File: config.mk
export PLATFORM = sky130hd
export DESIGN_NAME = seq_event_counter
export DESIGN_NICKNAME = d
export VERILOG_FILES = /design/src/rtl/seq_event_counter.sv
export SDC_FILE = /design/constraint.sdc
export NUM_CORES = 1
export LEC_CHECK = 0
export ABC_AREA = 0
export CAP_MARGIN = 25
export CORE_MARGIN = 8
export CORE_UTILIZATION = 52
export CTS_CLUSTER_DIAMETER = 200
export DETAILED_ROUTE_END_ITERATION = 10
export GPL_TIMING_DRIVEN = 0
export PLACE_DENSITY = 0.88
export SLEW_MARGIN = 20
export SYNTH_ARGS = -nofsm -noshare
export SYNTH_HDL_FRONTEND = slang
export SYNTH_SLANG_ARGS = --single-unit
File: constraint.sdc
create_clock -name Clock -period 3.86 [get_ports Clock]
set_clock_uncertainty 0.15 [all_clocks]
set_input_delay 0.579 -clock Clock [delete_from_list [all_inputs] [get_ports Clock]]
set_output_delay 0.579 -clock Clock [all_outputs]
set_load 0.03 [all_outputs]
File: src/rtl/seq_event_counter.sv
// Run-event counter fed by a detector level output: one Pulse per z-high run,
// saturating run count with sticky overflow, and run-length measurement.
// Optional `MAX_RUN_EN adds a MaxRun output holding the longest run since reset/Clear.
module seq_event_counter #(
    parameter int unsigned CW = 8,
    parameter int unsigned RW = 8
) (
    input  logic          Clock,
    input  logic          Resetn,
    input  logic          z,
    input  logic          Clear,
    output logic          Pulse,
    output logic          Active,
    output logic [CW-1:0] Count,
    output logic [RW-1:0] RunLen,
`ifdef MAX_RUN_EN
    output logic [RW-1:0] MaxRun,
`endif
    output logic          Ovf
);

    typedef enum logic [1:0] {
        IDLE  = 2'b00,
        START = 2'b01,
        RUN   = 2'b10
    } state_e;

    state_e          state_q, state_d;
    logic            pulse_q, active_q;
    logic [CW-1:0]   count_q, count_d;
    logic [RW-1:0]   runlen_q, runlen_d;
    logic            ovf_q, ovf_d;
    logic [RW-1:0]   maxrun_q, maxrun_d;
    logic            start_c;

    // Next-state and counter update; Clear overrides counters but never the FSM.
    always_comb begin
        state_d  = IDLE;
        count_d  = count_q;
        runlen_d = runlen_q;
        ovf_d    = ovf_q;
        maxrun_d = maxrun_q;
        start_c  = 1'b0;

        case (state_q)
            IDLE:       state_d = z ? START : IDLE;
            START, RUN: state_d = z ? RUN : IDLE;
            default:    state_d = IDLE;
        endcase

        start_c = (state_q == IDLE) && z;

        if (start_c) begin
            if (count_q == {CW{1'b1}}) begin
                ovf_d = 1'b1;
            end else begin
                count_d = count_q + CW'(1);
            end
            runlen_d = RW'(1);
        end else if (((state_q == START) || (state_q == RUN)) && z
                     && (runlen_q != {RW{1'b1}})) begin
            runlen_d = runlen_q + RW'(1);
        end

        if (runlen_d > maxrun_q) begin
            maxrun_d = runlen_d;
        end

        if (Clear) begin
            count_d  = '0;
            runlen_d = '0;
            ovf_d    = 1'b0;
            maxrun_d = '0;
        end
    end

    // Pulse/Active are registered from the next state so they match the Moore decode.
    always_ff @(posedge Clock or negedge Resetn) begin
        if (!Resetn) begin
            state_q  <= IDLE;
            pulse_q  <= 1'b0;
            active_q <= 1'b0;
            count_q  <= '0;
            runlen_q <= '0;
            ovf_q    <= 1'b0;
            maxrun_q <= '0;
        end else begin
            state_q  <= state_d;
            pulse_q  <= (state_d == START);
            active_q <= (state_d != IDLE);
            count_q  <= count_d;
            runlen_q <= runlen_d;
            ovf_q    <= ovf_d;
            maxrun_q <= maxrun_d;
        end
    end

    assign Pulse  = pulse_q;
    assign Active = active_q;
    assign Count  = count_q;
    assign RunLen = runlen_q;
    assign Ovf    = ovf_q;
`ifdef MAX_RUN_EN
    assign MaxRun = maxrun_q;
`endif

endmodule

==> impl_results.md, run 1 <==
* Setup Fix Bufs, Post-CTS at 0
* Proportion of layout cells with a drive suffix above 1 at 10.2%
* CP startpoint kind: flop
* Placed cell area at 1290 um^2
* Initial DRC Count at 13
* Total power at 484 uW
* Row Count at 16
* Top cell type by total area after synthesis: dfrtp_1
* Routed len/inst at around 14 um
* R2R Setup Slk at roughly 1.9 ns
* Initial Util at 53.8%
* First-pass DRT Iterations at 4
* Post-synth top cells: dfrtp_1 (21), nor2_1 (16), nand2_1 (6), a21oi_1 (5), inv_1 (5)
* Yosys cell types at 34
* Final Hold Vio Count at 0
* Max stage delay on crit path at 0.72 ns
* Buf/Inv on CP at 1
* Top post-synthesis cells by area: dfrtp_1 (51%), nor2_1 (5.8%), ha_1 (4.8%)
* EDFF count, synth at 0
* Pwr dens at between 300 and 400 nW/um^2
* Critical path type: flop to output port
* Most used DFF post-synth: dfrtp_1
* Endpoints failing setup at 0
* Htree depth at 1
* Fin Setup TNS at 0 ns
* Grt ovf at 0
* Final worst path period need at 2.22 ns
* Via count at 845
* Cell count after synthesis at 101
* Area Growth Syn to Fin at 28.2%
* Max cap viols at 0
* Worst slew margin at a little over two thirds
* Total Die Area at 3670 um^2
* Pleak at 0.557 nW
* Slew Limit Fails at 0
* Cell area after synthesis at between 1000 and 1500 um^2
* Initial antenna violation count at 0
* Most common cell in the netlist: dfrtp_1
* Post-synthesis register bit count at 21
* Post-Syn Area per Cell at roughly 10 um^2
* NumNets Final at 137
* # placed instances at 150
* I/O Pins at 23
* Critical Path Sink Type: output port
* Sink Count at 21
* Fillers at 160
* Antenna viol nets, final at 0
* Vias in the first global route at 819
* Top-area cell type share of the netlist area at 50.8%
* Sequential share of the synthesized area at around half
* Hold-fix buffers, CTS at 0
* Period utilization at 57.5%
* Die Y-Extent at 60.6 um
* CTS Buffer Depth at 2
* Critical path data required time at between 3 and 4 ns
* Fmax achieved at 0.451 GHz
* First-pass GRT wire length at 3.62 mm
* Reg clk slew, reported paths at 0.11 ns
* Outcome: completed
* Crit path max-delay family: buffers and inverters
* Synth async-reset ratio at 100%
* RSZ-0062 raised after global routing: no
* Final instance area at 1330 um^2
* PortBufs at 22
* Worst skew pair latency at ~0.30 ns
* Synth warn at 0
* Post-Layout Cell Count at 155
* Drt drc at 0
* CORE AREA at 1920 um^2
* Critical-path top delay cell: clkdlybuf4s50_1
* Cell breakdown of the critical path: clkdlybuf4s50_1
* Post-cts sizing count at 0
* DR vias/cell at 5.45
* Synthesized Nets at 109
* Worst Tran Pin Value at 0.442 ns
* Global Route Usage Sum at 12.9%
* GP Congestion at approximately 0.8
* Worst r2r path cells at 6
* Crit path DAT at ~1.5 ns
* CTS tree: built
* Chip width at 60.6 um
* Worst Path Max Fanout at 7
* Largest net degree at the start of global routing at 22
* Routed WL at approximately 2.2 mm
* Final core utilization at 68.9%
* Diodes inserted at 0
* CTS Buf Count at 3
* Max VDD drop at 0.272 mV
* Dpl hpwl at 1.66 mm
* WP depth at 1
* Hold WC Path Type: input pin to asynchronous set/reset pin
* Root buffer cell: clkbuf_4
routing by layer:
metal  global-route usage [%]  up-vias  part of all wire, %
met1                     14.7      409                   41
met2                     22.5       23                   50
met3                     2.75        5                  6.5
met5                        0        -                    0
met4                     5.98        0                  1.7
li1                         -      408                    -
layout make-up:
| type | count | area, um^2 | share of cell area [%] |
|---|---|---|---|
| multi-input cells | 72 | 473 | 35.7 |
| clock buffers | 4 | 26.3 | 1.98 |
| repair buffers | 23 | 231 | 17.5 |
| inverters | 6 | 27.5 | 2.08 |
| plain buffers | 2 | 7.51 | 0.567 |
| well taps | 27 | 33.8 | 2.55 |
| flip-flops and latches | 21 | 526 | 39.7 |
cell usage in the layout, fill, tap and decap left out, drive strengths merged:
cell type      count
or2b               1
or3                2
ha                 4
a21oi              5
buf                1
inv                5
and3               1
or3b               1
mux2i              2
o31ai              1
o21ai              4
a211oi             2
nor4               1
dfrtp             21
clkinv             1
a41o               1
nand4              3
mux2               1
and3b              1
clkdlybuf4s50     22
or4                1
nor2              16
nand2              7
a21bo              1
o211ai             1
xor2               4
a31oi              1
nand3              3
xnor2              2
nand3b             1
nor3               4
clkbuf             6
and4               1
where the power goes:
| group | switching [mW] | internal, mW |
|---|---|---|
| combinational | 0.0796 | 0.0514 |
| clock | 0.0627 | 0.0403 |
| sequential | 0.0128 | 0.237 |
| total | 0.155 | 0.329 |
per-stage QoR:
stage | hold WS, ns | setup slack, ns
floorplan | 0.133 | 1.99
global placement | 0.325 | 1.51
detailed placement | 0.341 | 1.46
CTS | 0.368 | 1.62
global route | 0.330 | 1.55
finish | 0.341 | 1.64
sequential cells by signal, summed over array words and instances (netlist names):
name / cells
Count: 8
Active: 1
state_q: 2
Pulse: 1
Ovf: 1
RunLen: 8
worst paths after layout:
check                           start         to
max reg2reg                state_q[0]  RunLen[7]
max                         RunLen[4]  RunLen[4]
min reg2reg                       Ovf        Ovf
max in group asynchronous      Resetn  RunLen[5]
min in group Clock                Ovf        Ovf
min                            Resetn     Active
logic make-up (layout without fill, tap and decap cells):
logic type,Yosys count,after routing,synth area share [%]
buffers and inverters,8,35,3.39
AND/OR/NAND/NOR,43,43,21.4
multiplexers,3,3,3.03
flip-flops,21,21,50.8
adder cells (fa/ha/maj),4,4,4.84
AO/OA/AOI/OAI,16,16,11.4
XOR/XNOR,6,6,5.08
No activity file was read; power rests on OpenSTA's default activity.
==> run 2: changes to the inputs <==
--- a/config.mk
+++ b/config.mk
@@ -8,11 +8,11 @@
 export ABC_AREA = 0
 export CAP_MARGIN = 25
 export CORE_MARGIN = 8
-export CORE_UTILIZATION = 52
+export CORE_UTILIZATION = 48
 export CTS_CLUSTER_DIAMETER = 200
 export DETAILED_ROUTE_END_ITERATION = 10
 export GPL_TIMING_DRIVEN = 0
-export PLACE_DENSITY = 0.88
+export PLACE_DENSITY = 0.83
 export SLEW_MARGIN = 20
 export SYNTH_ARGS = -nofsm -noshare
 export SYNTH_HDL_FRONTEND = slang
==> constraint.sdc (replaced) <==
create_clock -name Clock -period 2.15 [get_ports Clock]
set_clock_uncertainty 0.15 [all_clocks]
set_input_delay 0.3225 -clock Clock [delete_from_list [all_inputs] [get_ports Clock]]
set_output_delay 0.3225 -clock Clock [all_outputs]
set_load 0.03 [all_outputs]
==> run 2 against run 1 <==
Non-clock buffer count unchanged. Die area rose by 6.1%. Critical path depth stayed put. Final cell count up 0.65%. Sequential share of layout area fell by 0.15 points. Count of clock-buffer cells in the layout unchanged. Worst hold slack got worse by 0.18 ns. Via count decreased by 3.8%. Sequential cell count stayed put. Register-to-register slack worse by 1.7 ns. Total power is 77% higher. Routed wire length shrank 7.0%. Critical path type unchanged.
==> impl_results.md, run 2 (synthesized netlist as in run 1, its figures left out) <==
* Fin Setup TNS at 0 ns
* PortBufs at 22
* Most frequent cells in the layout: clkdlybuf4s50_1 (22), dfrtp_1 (21), nor2_1 (16), nand2_1 (6)
* Global Route Usage Sum at 11.1%
* Vias in the first global route at 826
* Worst Tran Pin Value at 0.419 ns
* Root buffer cell: clkbuf_4
* First-pass GRT wire length at about 3.6 mm
* CP startpoint kind: flop
* First-pass DRT Iterations at 4
* Diodes inserted at 0
* Critical path type: flop to output port
* Critical path data required time at 1.68 ns
* Initial antenna violation count at 0
* Worst slew margin at 72.1%
* GP Congestion at 0.826
* Max stage delay on crit path at about 0.72 ns
* Hold-fix buffers, CTS at 0
* Final core utilization at 62.5%
* Slew Limit Fails at 0
* Routed WL at slightly above 2 mm
* M1 WL at 954 um
* Worst skew pair latency at 0.29 ns
* Max VDD drop at 0.523 mV
* Hold WC Path Type: input pin to asynchronous set/reset pin
* CTS Buf Count at 3
* DR vias/cell at about 5.2
* Routed len/inst at 13.0 um
* FF-to-FF End: RunLen[7]
* Most common cell after layout, fill and taps aside: clkdlybuf4s50_1
* Outcome: completed
* Largest net degree at the start of global routing at 22
* Max cap viols at 0
* Initial DRC Count at 15
* Routed wl met2 at 936 um
* Pwr dens at 643 nW/um^2
* Critical-path top delay cell: clkdlybuf4s50_1
* Grt ovf at 0
* Critical Path Sink Type: output port
* Setup Fix Bufs, Post-CTS at 0
* Die Y-Extent at 62.4 um
* Fmax achieved at 0.513 GHz
* Via count at 813
* CTS Buffer Depth at 2
* CORE AREA at 2130 um^2
* Total Die Area at slightly below 4000 um^2
* Drt drc at 0
* Reg-to-reg critical path startpoint: state_q[0]
* Dpl hpwl at 1.56 mm
* Antenna viol nets, final at 0
* Htree depth at 1
* Crit path DAT at between 1 and 1.5 ns
* Buf/Inv on CP at 1
* Chip width at between 60 and 70 um
* Reg clk slew, reported paths at between 0.1 and 0.15 ns
* Post-cts sizing count at 0
* Crit path max-delay family: buffers and inverters
* Initial Util at 48.6%
* Worst Path Max Fanout at 7
* Row Count at 17
* Period utilization at 90.6%
* Met3 Routed Length at 122 um
* Area Growth Syn to Fin at 28.7%
* Sink Count at 21
* Final Hold Vio Count at 0
* NumNets Final at 137
* Proportion of layout cells with a drive suffix above 1 at 10.2%
* Pleak at 0.558 nW
* Endpoints failing setup at 0
* CTS tree: built
* Final worst path period need at 1.95 ns
* Highest layer used for signal routing: met4
* RSZ-0062 raised after global routing: no
* Cell breakdown of the critical path: clkdlybuf4s50_1
* I/O Pins at 23
* Worst r2r path cells at 6
* R2R Setup Slk at 0.22 ns
run 2: metrics by stage:
stage	area, um^2	hold slack [ns]	worst slack, ns	total power [mW]	std cells
floorplan	1030	-0.123	0.279	0.597	101
global placement	1290	0.343	0.0465	0.677	151
detailed placement	1290	0.347	0.0112	0.684	151
CTS	1320	0.369	0.181	0.867	155
global route	1330	0.171	0.0690	0.914	156
finish	1330	0.156	0.202	0.855	156
run 2: final cells by class:
type,count,area (um^2)
inverters,6,27.5
flip-flops and latches,21,526
repair buffers,23,235
plain buffers,2,7.51
fillers,194,797
well taps,28,35.0
clock buffers,4,26.3
multi-input cells,72,473
run 2: layer usage:
metal,vias to the layer above,track usage (%)
met4,0,5.13
li1,410,-
met1,380,13.7
met2,21,17.1
met3,2,3.76
met5,-,0
run 2: worst max-delay path by stage:
stage	to	startpoint	slack (ns)	cells past startpoint
2_1_floorplan	Count[7]	Count[0]	0.28	5
3_3_place_gp	RunLen[7]	z	0.05	6
3_5_place_dp	RunLen[7]	z	0.01	6
4_1_cts	RunLen[4]	RunLen[4]	0.18	1
5_1_grt	RunLen[7]	state_q[0]	0.07	6
6_report	RunLen[4]	RunLen[4]	0.20	1
run 2: power breakdown:
group          switching [mW]  total (mW)  internal [mW]
registers              0.0229       0.449          0.426
clock network           0.108       0.180         0.0722
logic                   0.136       0.227         0.0912
==> run 3: changes to the inputs <==
--- a/config.mk
+++ b/config.mk
@@ -11,7 +11,6 @@
 export CORE_UTILIZATION = 48
 export CTS_CLUSTER_DIAMETER = 200
 export DETAILED_ROUTE_END_ITERATION = 10
-export GPL_TIMING_DRIVEN = 0
 export PLACE_DENSITY = 0.83
 export SLEW_MARGIN = 20
 export SYNTH_ARGS = -nofsm -noshare
==> run 3 against run 2 <==
Setup slack got worse by 0.021 ns. Sequential share of layout area unchanged. Critical path depth unchanged. Sequential power about the same. First-iteration DRC count increased by 6.7%. Clock power increased by 4%. Routed wire length increased by 10%. Worst hold slack improved by 0.052 ns. Die area unchanged. Register-to-register slack got worse by 0.03 ns. Critical path type unchanged. Largest cell class unchanged.
==> impl_results.md, run 3 (synthesized netlist as in run 1, its figures left out) <==
* GP Congestion at 0.767
* Dpl hpwl at 1.69 mm
* Pint at between 500 and 600 uW
* Post-cts sizing count at 0
* Global Route Usage Sum at 12.0%
* Crit path max-delay family: buffers and inverters
* Switch share at a little under a third
* Critical path data required time at 1.68 ns
* I/O Pins at 23
* Fillers at ~190
* Worst slew margin at 77.6%
* RSZ-0062 raised after global routing: no
* Grt ovf at 0
* Hold WC Path Type: input pin to asynchronous set/reset pin
* Total Die Area at 3890 um^2
* Reg clk slew, reported paths at 0.11 ns
* CTS Buf Count at 3
* Max stage delay on crit path at roughly 0.7 ns
* Most frequent cells in the layout: clkdlybuf4s50_1 (22), dfrtp_1 (21), nor2_1 (16), nand2_1 (6)
* Proportion of layout cells with a drive suffix above 1 at between 10% and 20%
* Post-Layout Cell Count at 156
* Root buffer cell: clkbuf_4
* Max cap viols at 0
* Setup Fix Bufs, Post-CTS at 0
* Initial Util at roughly half
* Row Count at 17
* Clock Power Share at between 20% and 30%
* Drt drc at 0
* Chip width at roughly 62 um
* Critical path type: flop to output port
* Initial DRC Count at 16
* Worst Path Max Fanout at 7
* Largest net degree at the start of global routing at 22
* # placed instances at between 150 and 200
* Most common cell after layout, fill and taps aside: clkdlybuf4s50_1
* Hold_ws at 0.209 ns
* Buf/Inv on CP at 1
* Routed len/inst at between 10 and 15 um
* CTS Buffer Depth at 2
* CTS tree: built
* Hold-fix buffers, CTS at 0
* Final worst path period need at 1.97 ns
* Area Growth Syn to Fin at 28.7%
* Worst skew pair latency at 0.30 ns
* Slew Limit Fails at 0
* Outcome: completed
* Via count at 842
* Pleak at 0.563 nW
* Final Hold Vio Count at 0
* Die Y-Extent at 62.4 um
* Endpoints failing setup at 0
* Critical-path top delay cell: clkdlybuf4s50_1
* Antenna viol nets, final at 0
* Max VDD drop at ~0.65 mV
* Worst Tran Pin Value at roughly 0.33 ns
* First-pass GRT wire length at 3.88 mm
* Reg power frac at 51.6%
* Crit path DAT at 1.50 ns
* Initial antenna violation count at 0
* Final core utilization at 62.5%
* Fin Setup TNS at 0 ns
* Htree depth at 1
* Cell breakdown of the critical path: clkdlybuf4s50_1
* Psw at 277 uW
* Total power at 869 uW
* CP startpoint kind: flop
* Fmax achieved at 0.508 GHz
* DR vias/cell at 5.40
* Comb pwr share at 26.8%
* Diodes inserted at 0
* Critical Path Sink Type: output port
* Sink Count at 21
* Vias in the first global route at between 800 and 900
* Pwr dens at 653 nW/um^2
* First-pass DRT Iterations at 4
* Routed WL at about 2.2 mm
* CORE AREA at 2130 um^2
* NumNets Final at roughly 140
* Period utilization at between 90% and 100%
* PortBufs at 22
[run 3: changes by cell type in the layout (fill, tap and decap cells not counted)]
cell      change
buf_4         +3
buf_8         -1
clkbuf_1      -2
[run 3: per-stage QoR]
stage,area [um^2],setup slack (ns)
final,1330,0.181
after detailed placement,1300,0.0172
after floorplan,1030,0.279
after global routing,1330,0.0577
after CTS,1330,0.170
after global placement,1300,0.108
[run 3: worst paths after layout]
check / start / to / slack (ns) / cells past startpoint
setup / recovery: RunLen[4] / RunLen[4] / 0.18 / 1
hold / removal: Resetn / RunLen[1] / 0.21 / 2
setup reg to reg: state_q[1] / RunLen[7] / 0.19 / 6
hold reg to reg: Ovf / Ovf / 0.37 / 2
max in group asynchronous: Resetn / Count[2] / 1.42 / 2
min in group Clock: Ovf / Ovf / 0.37 / 2
[run 3: cell type report]
class                           instances  area (um^2)  area share (%)
Inverter                                6         27.5            2.07
Tap cell                               28         35.0            2.63
Sequential cell                        21          526            39.5
Multi-Input combinational cell         72          473            35.6
Clock buffer                            4         26.3            1.98
Timing Repair Buffer                   25          243            18.3
[run 3: power groups by stage]
stage	logic (mW)	registers, mW	clock network, mW
after floorplan	0.0954	0.502	0
after global placement	0.228	0.455	0
after detailed placement	0.236	0.456	0
after CTS	0.237	0.448	0.193
after global routing	0.254	0.452	0.214
final	0.233	0.448	0.188
[run 3: worst reg2reg max path, cell delays in order, from the launching register on]
cell and delay (ns):
dfrtp_1 0.37, inv_1 0.05, ha_1 0.31, nand4_1 0.14, a211oi_2 0.36, nand4_1 0.15
mux2_1 0.32
[run 3: metal layers]
metal / up-vias / track usage [%] / wire (um)
li1: 407 / - / -
met1: 398 / 13.6 / 977
met2: 32 / 19.9 / 1070
met3: 5 / 4.12 / 154
met4: 0 / 5.13 / 34
met5: - / 0 / 0
